**src/rtl/rf_pkg.sv**
```systemverilog
// ============================================================================
// Module      : rf_pkg
// Description : Shared types and default sizes for the parametrised register file.
// Revision    : 1.0 - initial release
// ============================================================================
`default_nettype none

package rf_pkg;

    localparam int RF_DATA_W_DEF = 8;
    localparam int RF_ADDR_W_DEF = 4;

    typedef enum logic [0:0] {
        RF_IDLE  = 1'b0,
        RF_CLEAR = 1'b1
    } rf_state_t;

endpackage : rf_pkg

`default_nettype wire

```
**src/rtl/register_file_param_if.sv**
```systemverilog
// ============================================================================
// Module      : register_file_param_if
// Description : Write/read/clear bus between the ALU side and the register file.
// Revision    : 1.0 - initial release
// ============================================================================
`default_nettype none

interface register_file_param_if #(
    parameter int DATA_W = 8,
    parameter int ADDR_W = 4
);
    logic              writeEnable;
    logic [ADDR_W-1:0] replaceSel;
    logic [DATA_W-1:0] replaceData;
    logic [ADDR_W-1:0] A_sel;
    logic [ADDR_W-1:0] B_sel;
    logic [DATA_W-1:0] A;
    logic [DATA_W-1:0] B;
    logic [DATA_W-1:0] RLast_out;
    logic              clearReq;
    logic              busy;
    logic              clearDone;
    logic              writeDropped;

    modport master (
        output writeEnable, replaceSel, replaceData, A_sel, B_sel, clearReq,
        input  A, B, RLast_out, busy, clearDone, writeDropped
    );

    modport slave (
        input  writeEnable, replaceSel, replaceData, A_sel, B_sel, clearReq,
        output A, B, RLast_out, busy, clearDone, writeDropped
    );
endinterface : register_file_param_if

`default_nettype wire

```
**src/rtl/rf_clear_seq.sv**
```systemverilog
// ============================================================================
// Module      : rf_clear_seq
// Description : Clear sweep sequencer: walks ptr over every entry, one per cycle.
// Revision    : 1.0 - initial release
// ============================================================================
`default_nettype none

module rf_clear_seq
    import rf_pkg::*;
#(
    parameter int ADDR_W = RF_ADDR_W_DEF
) (
    input  wire logic              clk,
    input  wire logic              rst,
    input  wire logic              clear_req,
    output logic                   busy,
    output logic                   clear_we,
    output logic [ADDR_W-1:0]      clear_ptr,
    output logic                   clear_done
);

    localparam logic [ADDR_W-1:0] c_PTR_LAST = '1;

    rf_state_t         r_state;
    rf_state_t         w_state_nxt;
    logic [ADDR_W-1:0] r_ptr;
    logic [ADDR_W-1:0] w_ptr_nxt;
    logic              r_done;
    logic              w_done_nxt;

    always_ff @(posedge clk) begin
        if (rst) begin
            r_state <= RF_IDLE;
            r_ptr   <= '0;
            r_done  <= 1'b0;
        end else begin
            r_state <= w_state_nxt;
            r_ptr   <= w_ptr_nxt;
            r_done  <= w_done_nxt;
        end
    end

    always_comb begin
        w_state_nxt = r_state;
        w_ptr_nxt   = r_ptr;
        w_done_nxt  = 1'b0;
        case (r_state)
            RF_IDLE: begin
                if (clear_req) begin
                    w_state_nxt = RF_CLEAR;
                    w_ptr_nxt   = '0;
                end
            end
            RF_CLEAR: begin
                // Increment wraps the pointer back to 0 on the final entry.
                w_ptr_nxt = r_ptr + ADDR_W'(1);
                if (r_ptr == c_PTR_LAST) begin
                    w_state_nxt = RF_IDLE;
                    w_done_nxt  = 1'b1;
                end
            end
            default: begin
                w_state_nxt = RF_IDLE;
                w_ptr_nxt   = '0;
            end
        endcase
    end

    assign busy       = (r_state == RF_CLEAR);
    assign clear_we   = busy;
    assign clear_ptr  = r_ptr;
    assign clear_done = r_done;

endmodule : rf_clear_seq

`default_nettype wire

```
**src/rtl/register_file_param.sv**
```systemverilog
// ============================================================================
// Module      : register_file_param
// Description : 2**ADDR_W x DATA_W register file, two async read ports, optional
//               write bypass, hardware clear sweep. Macro RF_ZERO_REG_EN makes
//               entry 0 a hardwired zero.
// Revision    : 1.0 - initial release
// ============================================================================
`default_nettype none

module register_file_param
    import rf_pkg::*;
#(
    parameter int DATA_W = RF_DATA_W_DEF,
    parameter int ADDR_W = RF_ADDR_W_DEF,
    parameter int BYPASS = 1
) (
    input  wire logic             clk,
    input  wire logic             rst,
    register_file_param_if.slave  bus
);

    localparam int                c_DEPTH = 2 ** ADDR_W;
    localparam logic [ADDR_W-1:0] c_LAST  = '1;
`ifdef RF_ZERO_REG_EN
    localparam bit                c_ZERO_REG = 1'b1;
`else
    localparam bit                c_ZERO_REG = 1'b0;
`endif

    logic [DATA_W-1:0] r_regs [c_DEPTH];
    logic              r_drop;

    logic              w_busy;
    logic              w_clr_we;
    logic [ADDR_W-1:0] w_clr_ptr;
    logic              w_clr_done;
    logic              w_wr_zero;
    logic              w_wr_acc;
    logic              w_byp_a;
    logic              w_byp_b;
    logic [DATA_W-1:0] w_a;
    logic [DATA_W-1:0] w_b;

    rf_clear_seq #(
        .ADDR_W (ADDR_W)
    ) u_clear_seq (
        .clk        (clk),
        .rst        (rst),
        .clear_req  (bus.clearReq),
        .busy       (w_busy),
        .clear_we   (w_clr_we),
        .clear_ptr  (w_clr_ptr),
        .clear_done (w_clr_done)
    );

    // Writes to a hardwired-zero entry vanish without being reported as dropped.
    assign w_wr_zero = c_ZERO_REG && (bus.replaceSel == '0);
    assign w_wr_acc  = bus.writeEnable && !w_busy && !w_wr_zero;

    always_ff @(posedge clk) begin
        if (rst) begin
            for (int i = 0; i < c_DEPTH; i++) begin
                r_regs[i] <= '0;
            end
        end else if (w_clr_we) begin
            r_regs[w_clr_ptr] <= '0;
        end else if (w_wr_acc) begin
            r_regs[bus.replaceSel] <= bus.replaceData;
        end
    end

    always_ff @(posedge clk) begin
        if (rst) begin
            r_drop <= 1'b0;
        end else begin
            r_drop <= bus.writeEnable && w_busy;
        end
    end

    generate
        if (BYPASS != 0) begin : g_bypass
            assign w_byp_a = w_wr_acc && (bus.replaceSel == bus.A_sel);
            assign w_byp_b = w_wr_acc && (bus.replaceSel == bus.B_sel);
        end else begin : g_no_bypass
            assign w_byp_a = 1'b0;
            assign w_byp_b = 1'b0;
        end
    endgenerate

    always_comb begin
        w_a = r_regs[bus.A_sel];
        if (c_ZERO_REG && (bus.A_sel == '0)) begin
            w_a = '0;
        end
        if (w_byp_a) begin
            w_a = bus.replaceData;
        end
    end

    always_comb begin
        w_b = r_regs[bus.B_sel];
        if (c_ZERO_REG && (bus.B_sel == '0)) begin
            w_b = '0;
        end
        if (w_byp_b) begin
            w_b = bus.replaceData;
        end
    end

    assign bus.A            = w_a;
    assign bus.B            = w_b;
    assign bus.RLast_out    = r_regs[c_LAST];
    assign bus.busy         = w_busy;
    assign bus.clearDone    = w_clr_done;
    assign bus.writeDropped = r_drop;

endmodule : register_file_param

`default_nettype wire

```
**src/flat_wrapper.sv**
```systemverilog
// flat-port wrapper written by rule: the top's interface ports become plain ports
module register_file_param_flat import rf_pkg::*;
#(
    parameter int DATA_W = RF_DATA_W_DEF,
    parameter int ADDR_W = RF_ADDR_W_DEF,
    parameter int BYPASS = 1
)
  (clk, rst, bus_writeEnable, bus_replaceSel, bus_replaceData, bus_A_sel, bus_B_sel, bus_clearReq, bus_A, bus_B, bus_RLast_out, bus_busy, bus_clearDone, bus_writeDropped);
  register_file_param_if #(.DATA_W(DATA_W), .ADDR_W(ADDR_W)) bus_i ();
  input  wire logic clk;
  input  wire logic rst;
  input wire logic [$bits(bus_i.writeEnable)-1:0] bus_writeEnable;
  input wire logic [$bits(bus_i.replaceSel)-1:0] bus_replaceSel;
  input wire logic [$bits(bus_i.replaceData)-1:0] bus_replaceData;
  input wire logic [$bits(bus_i.A_sel)-1:0] bus_A_sel;
  input wire logic [$bits(bus_i.B_sel)-1:0] bus_B_sel;
  input wire logic [$bits(bus_i.clearReq)-1:0] bus_clearReq;
  output wire logic [$bits(bus_i.A)-1:0] bus_A;
  output wire logic [$bits(bus_i.B)-1:0] bus_B;
  output wire logic [$bits(bus_i.RLast_out)-1:0] bus_RLast_out;
  output wire logic [$bits(bus_i.busy)-1:0] bus_busy;
  output wire logic [$bits(bus_i.clearDone)-1:0] bus_clearDone;
  output wire logic [$bits(bus_i.writeDropped)-1:0] bus_writeDropped;
  assign bus_i.writeEnable = bus_writeEnable;
  assign bus_i.replaceSel = bus_replaceSel;
  assign bus_i.replaceData = bus_replaceData;
  assign bus_i.A_sel = bus_A_sel;
  assign bus_i.B_sel = bus_B_sel;
  assign bus_i.clearReq = bus_clearReq;
  assign bus_A = bus_i.A;
  assign bus_B = bus_i.B;
  assign bus_RLast_out = bus_i.RLast_out;
  assign bus_busy = bus_i.busy;
  assign bus_clearDone = bus_i.clearDone;
  assign bus_writeDropped = bus_i.writeDropped;
  register_file_param #(.DATA_W(DATA_W), .ADDR_W(ADDR_W), .BYPASS(BYPASS)) u_core (.clk(clk), .rst(rst), .bus(bus_i));
endmodule
```
**config.mk**
```make
export PLATFORM = sky130hd
export DESIGN_NAME = register_file_param_flat
export DESIGN_NICKNAME = d
export VERILOG_FILES = /design/src/rtl/rf_pkg.sv /design/src/rtl/register_file_param_if.sv /design/src/rtl/rf_clear_seq.sv /design/src/rtl/register_file_param.sv /design/src/flat_wrapper.sv
export SDC_FILE = /design/constraint.sdc
export NUM_CORES = 1
export LEC_CHECK = 0
export ABC_AREA = 1
export CORE_MARGIN = 3
export CORE_UTILIZATION = 37
export DETAILED_ROUTE_END_ITERATION = 12
export PLACE_DENSITY = 0.57
export RECOVER_POWER = 25
export SLEW_MARGIN = 5
export SYNTH_ARGS = -nofsm -noshare
export SYNTH_HDL_FRONTEND = slang
export SYNTH_SLANG_ARGS = --single-unit
export TNS_END_PERCENT = 30
```
**constraint.sdc**
```tcl
create_clock -name clk -period 2.1 [get_ports clk]
set_input_delay 0.42 -clock clk [delete_from_list [all_inputs] [get_ports clk]]
set_output_delay 0.42 -clock clk [all_outputs]
set_load 0.01 [all_outputs]
```
### Word level (Yosys, flattened, before mapping)

Memories as Yosys holds them, arrays and structs flattened.
Index checks and enable logic that the tools add are counted.
W data, S select, Z words.

| cells by class | value |
|---|---|
| $add $sub $neg | 1 |
| equal/unequal tests | 4 |
| muxes and demuxes | 23 |
| bitwise gates (word level) | 1 |
| reductions and logical operators | 8 |

Operator list:

| operator | count |
|---|---|
| $mux W8 | 4 |
| $reduce_or A8 Y1 | 2 |
| $mux W1 | 14 |
| $mux W4 | 3 |
| $eq A4 B4 Y1 | 2 |
| $pmux W4 S2 | 1 |
| $add A4 B1 Y4 const B | 1 |
| $eq A4 B4 Y1 const B | 1 |
| $logic_and A1 B1 Y1 | 4 |
| $ne A2 B2 Y1 const B | 1 |
| $pmux W1 S2 | 1 |
| $reduce_or A2 Y1 | 1 |
| $logic_not A1 Y1 | 1 |
| $not A1 Y1 | 1 |

| word-level totals | value |
|---|---|
| register bits after elaboration | 7 |
| memory bits (writable) | 128 |
| output and inout port bits | 27 |
| memories kept | 1 |

Memories:

| memory | words | bits a word | rd ports | clocked after Yosys merged registers in | wr ports | line | text |
|---|---|---|---|---|---|---|---|
| u_core.r_regs | 16 | 8 | 3 | 0 | 16 | register_file_param.sv:30 | `logic [DATA_W-1:0] r_regs [c_DEPTH];` |

### Depth between registers and ports, before layout

| depth | value |
|---|---|
| depth after elaboration | 8 |
| mapped depth | 10 |
| gate-level depth less buffers | 9 |

### Hierarchy

From an unflattened synthesis, not the netlist that was laid out.

| unflattened totals | value |
|---|---|
| cells, all modules | 1129 |
| area total of the unflattened synthesis | 8390.5 µm² |

By module, submodules not included:

| module | times used | cells an instance | area an instance (µm²) | sequential area each (µm²) |
|---|---|---|---|---|
| register_file_param | 1 | 1093 | 8129.0 | 3863.7 |
| rf_clear_seq | 1 | 36 | 261.5 | 120.1 |

### Least setup slack after synthesis

OpenSTA, ideal clock, no wires.

| timing | value |
|---|---|
| path type | input-to-reg |
| start point | input port bus_writeEnable |
| end point | memory u_core.r_regs[4][0], enable pin |
| data arrival time | 1846 ps |
| path slack | -130 ps |
| stages | 9 |
| cell sequence | inv_1 > nor2_8 > nand2_4 > buf_8 > nand2_1 > o21ai_4 > nor2_1 > nand2_2 > o21ai_0 |

RTL lines:

| what | line | text |
|---|---|---|
| from (decl) | flat_wrapper.sv:12 | `input wire logic [$bits(bus_i.writeEnable)-1:0] bus_writeEnable;` |
| to (decl) | register_file_param.sv:30 |  |

### Final worst setup path

| timing | value |
|---|---|
| start point | input port bus_B_sel[1] |
| end point | output port bus_B[7] |

| on the way | value |
|---|---|
| word-level cells in the longest chain between the ends | 3 |

RTL lines:

| what | line | text |
|---|---|---|
| from (decl) | flat_wrapper.sv:16 | `input wire logic [$bits(bus_i.B_sel)-1:0] bus_B_sel;` |
| parallel branches: the longest is 2 deep, another holds $mem_v2 Z16 W8 | -- |  |
| $mux W8 * | register_file_param.sv:105 | `if (w_byp_b) begin` |
| to (decl) | flat_wrapper.sv:19 | `output wire logic [$bits(bus_i.B)-1:0] bus_B;` |

Mark *: on every way between the ends.

==> flow_summary.yaml <==
floorplan:
  die_h_um: 156
  row_count: 54
  die_x_um: 156
  ioPinCount: 51
  dieArea_um2: 24400
  core_um2: 22000
  initial_core_util: 0.379
critical_path:
  end_kind: "output port"
  cp-startpoint: "bus_B_sel[1]"
  rrSetupSlack_ns: 0
  path_class: "in -> out"
  critPathMaxFanout: 5
  required_ns: 1.68
  rr_endpoint: "u_core.r_regs[12][1]"
  setup.worst_path.start_class: "input port"
  worstPathArrival_ns: 1.69
  worstRegToRegCells: 9
  regToRegStartpoint: "u_core.u_clear_seq.busy"
yosys:
  yosys.area_share.simple: 0.400
  synth_compound_area_frac: 0.0146
  yosysSeqAreaShare: 0.478
  synth_area_leaders: "edfxtp_1 46%, nand2_1 16%, nand3_1 14%"
  ys_warn_count: 0
  syn_area_per_cell_um2: 7.41
  synth_top_cell_by_area: "edfxtp_1"
  synth_xor_area_frac: 0.00315
  synth_top_family_by_area: "simple AND/OR/NAND/NOR gates"
  postSynthCellCount: 1125
  synthArstFlopShare: 0
  synthesis.area_um2: 8330
  synth-seq-cells: 135
  synth_top_area_share: 0.461
  muxShareOfSynthArea: 0
  synthAdderAreaFrac: 0.00150
  synthFlopType: "edfxtp_1"
  synth_nets: 1150
  synth_edf_count: 128
  synthDistinctLibCells: 32
cts:
  cts_tree: "built"
  cts_buffers: 17
  htree_levels: 4
  clk_pin_slew_ns: 0.05
  clock_path_buffers: 2
  cts-root-buf: "clkbuf_16"
  insertion_delay_ns: 0.42
  postCtsHoldBufs: 0
  clkSinkCount: 135
sta:
  rsz0062_at_grt: "yes"
  finalHoldViolations: 0
  timing.final.crit_share: 1.01
  finalClockSkew_ns: 0.00673
  final.setup.tns_ns: -0.0523
  period_needed_ns: 2.11
  slew_viol_final: 0
  worst_pin_slew_ns: 0.555
  setup_ws_ns: -0.0128
  slew_headroom: 0.630
  fmax_ghz: 0.473
  setup_viol: 10
placement:
  dpl-instance-area_um2: 10100
  hpwl_um: 21600
  gp_congestion: 0.952
  placed_cells: 1516
  numPortBuffers: 50
routing:
  via_per_inst: 5.27
  first_pass_iters: 5
  ant_nets: 0
  post_drt_wl_per_cell_um: 18.7
  drc: 0
  drt_iter0_drc: 882
  vias: 8243
  routed_wl_um: 29300
finish:
  final_area_um2: 11100
  syn2layout_area_growth_pct: 33.7
  final_cell_mix: "326 x nand2_1, 190 x nand3_1, 128 x edfxtp_1, 116 x inv_1, 108 x nor2_1"
  finalNonFillerCells: 1565
  multi_input_comb_area_um2: 3770
  mostFrequentLayoutCell: "nand2_1"
  fillers: 2126
  drive_gt1_frac: 0.250
  antenna_cells: 0
  register_area_um2: 3990
  fin_nets: 1297
  utilization: 0.508
power_and_ir_drop:
  leakage_uw: 0.00503
  swShare: 0.279
  combPwrFrac: 0.196
  p_switching_uw: 2060
  ir_drop_v: 0.000499
  power.density_nw_per_um2: 663
  pwr-share-seq: 0.417
  p_int_uw: 5330
  power.share.clock: 0.387
min_path:
  hold_start: "bus_writeEnable"
  worst_hold_path_type: "in -> reg"
  hold_end: "u_core.bus.writeDropped"
  whs_path_depth: 3
status:
  violations: "setup timing"
  status: "finished with violations"
global_route:
  grt.total_usage: 0.247
  grt_pass1_wl_um: 45400
  grt_pass1_vias: 7995
  grt_max_degree: 33
  grt_overflow_total: 0
  grt_antenna_before_repair: 0
job:
  drv_cap: 0
## critical path, cell delays in order
cell and delay, ns:
clkdlybuf4s15_1 0.25, buf_6 0.14, nor2_1 0.05, nor3_2 0.16, nand3_2 0.12, inv_2 0.09
buf_6 0.13, buf_6 0.10, nand2_4 0.04, nand2_4 0.08, buf_6 0.10
## layer usage
metal  share of wire  vias up  track usage
li1                -     3922            -
met1            0.42     3929        0.329
met2            0.48      345        0.403
met3           0.070       47       0.0488
met4           0.030        0       0.0854
met5               0        -            0
## how the worst max path moves through the flow
stage | endpoint | slack (ns)
after CTS | bus_B[0] | -0.05
final | bus_B[7] | -0.01
after global placement | bus_B[7] | -0.80
after floorplan | u_core.r_regs[4][0] | -0.13
after detailed placement | bus_B[7] | -0.81
after global routing | bus_A[2] | -0.10
## area by class of cell
type,count,area share
Clock inverter,15,0.0123
Clock buffer,17,0.0382
Timing Repair Buffer,193,0.171
Sequential cell,135,0.358
Tap cell,280,0.0314
Inverter,150,0.0518
Multi-Input combinational cell,775,0.338
## logic make-up (layout without fill, tap and decap cells)
group / count (synthesis) / after routing
buf+inv: 215 / 375
flops: 135 / 135
simple gates: 752 / 752
xor+xnor: 3 / 3
fa+ha+maj: 1 / 1
compound gates: 19 / 19
## power by group through the flow
stage	Sequential, µW	Clock, µW	Combinational [µW]
finish	3080	2860	1450
global route	3090	3060	1570
CTS	3080	2910	1380
detailed placement	3130	0	1330
global placement	3130	0	1340
floorplan	3130	0	691
## Yosys cell counts, types with 2 or more instances
master / number
nand2_4: 7
nor2_2: 2
buf_1: 11
nand2_2: 11
a211oi_1: 2
inv_1: 147
dfxtp_1: 7
nor3_2: 2
buf_6: 4
nand3_1: 227
nor2_4: 7
o21ai_0: 6
nand4_1: 8
nand2_1: 345
buf_2: 4
o21ai_1: 5
nor2_1: 108
clkbuf_1: 45
inv_2: 2
edfxtp_1: 128
a21oi_1: 2
xor2_1: 2
nor3_1: 34
## registers in the layout (all words and copies together) (netlist names)
signal and count:
u_core.u_clear_seq.clear_ptr 4, u_core.u_clear_seq.busy 1, u_core.u_clear_seq.clear_done 1, u_core.bus.writeDropped 1
u_core.r_regs 128
## repair_timing
action,4_1_cts,5_1_grt
gates resized for setup,151,72
gates cloned,1,2
setup endpoints to repair,255,24
setup buffers,11,3
pin swaps,15,11
## through the flow
stage / total power, µW / setup slack (ns) / hold slack (ns)
3_5_place_dp: 4470 / -0.812 / 0.504
4_1_cts: 7370 / -0.0461 / 0.426
6_report: 7390 / -0.0128 / 0.440
3_3_place_gp: 4460 / -0.804 / 0.499
2_1_floorplan: 3820 / -0.130 / 0.456
5_1_grt: 7720 / -0.103 / 0.470
Note: power is estimated with default switching activity, not from simulation.
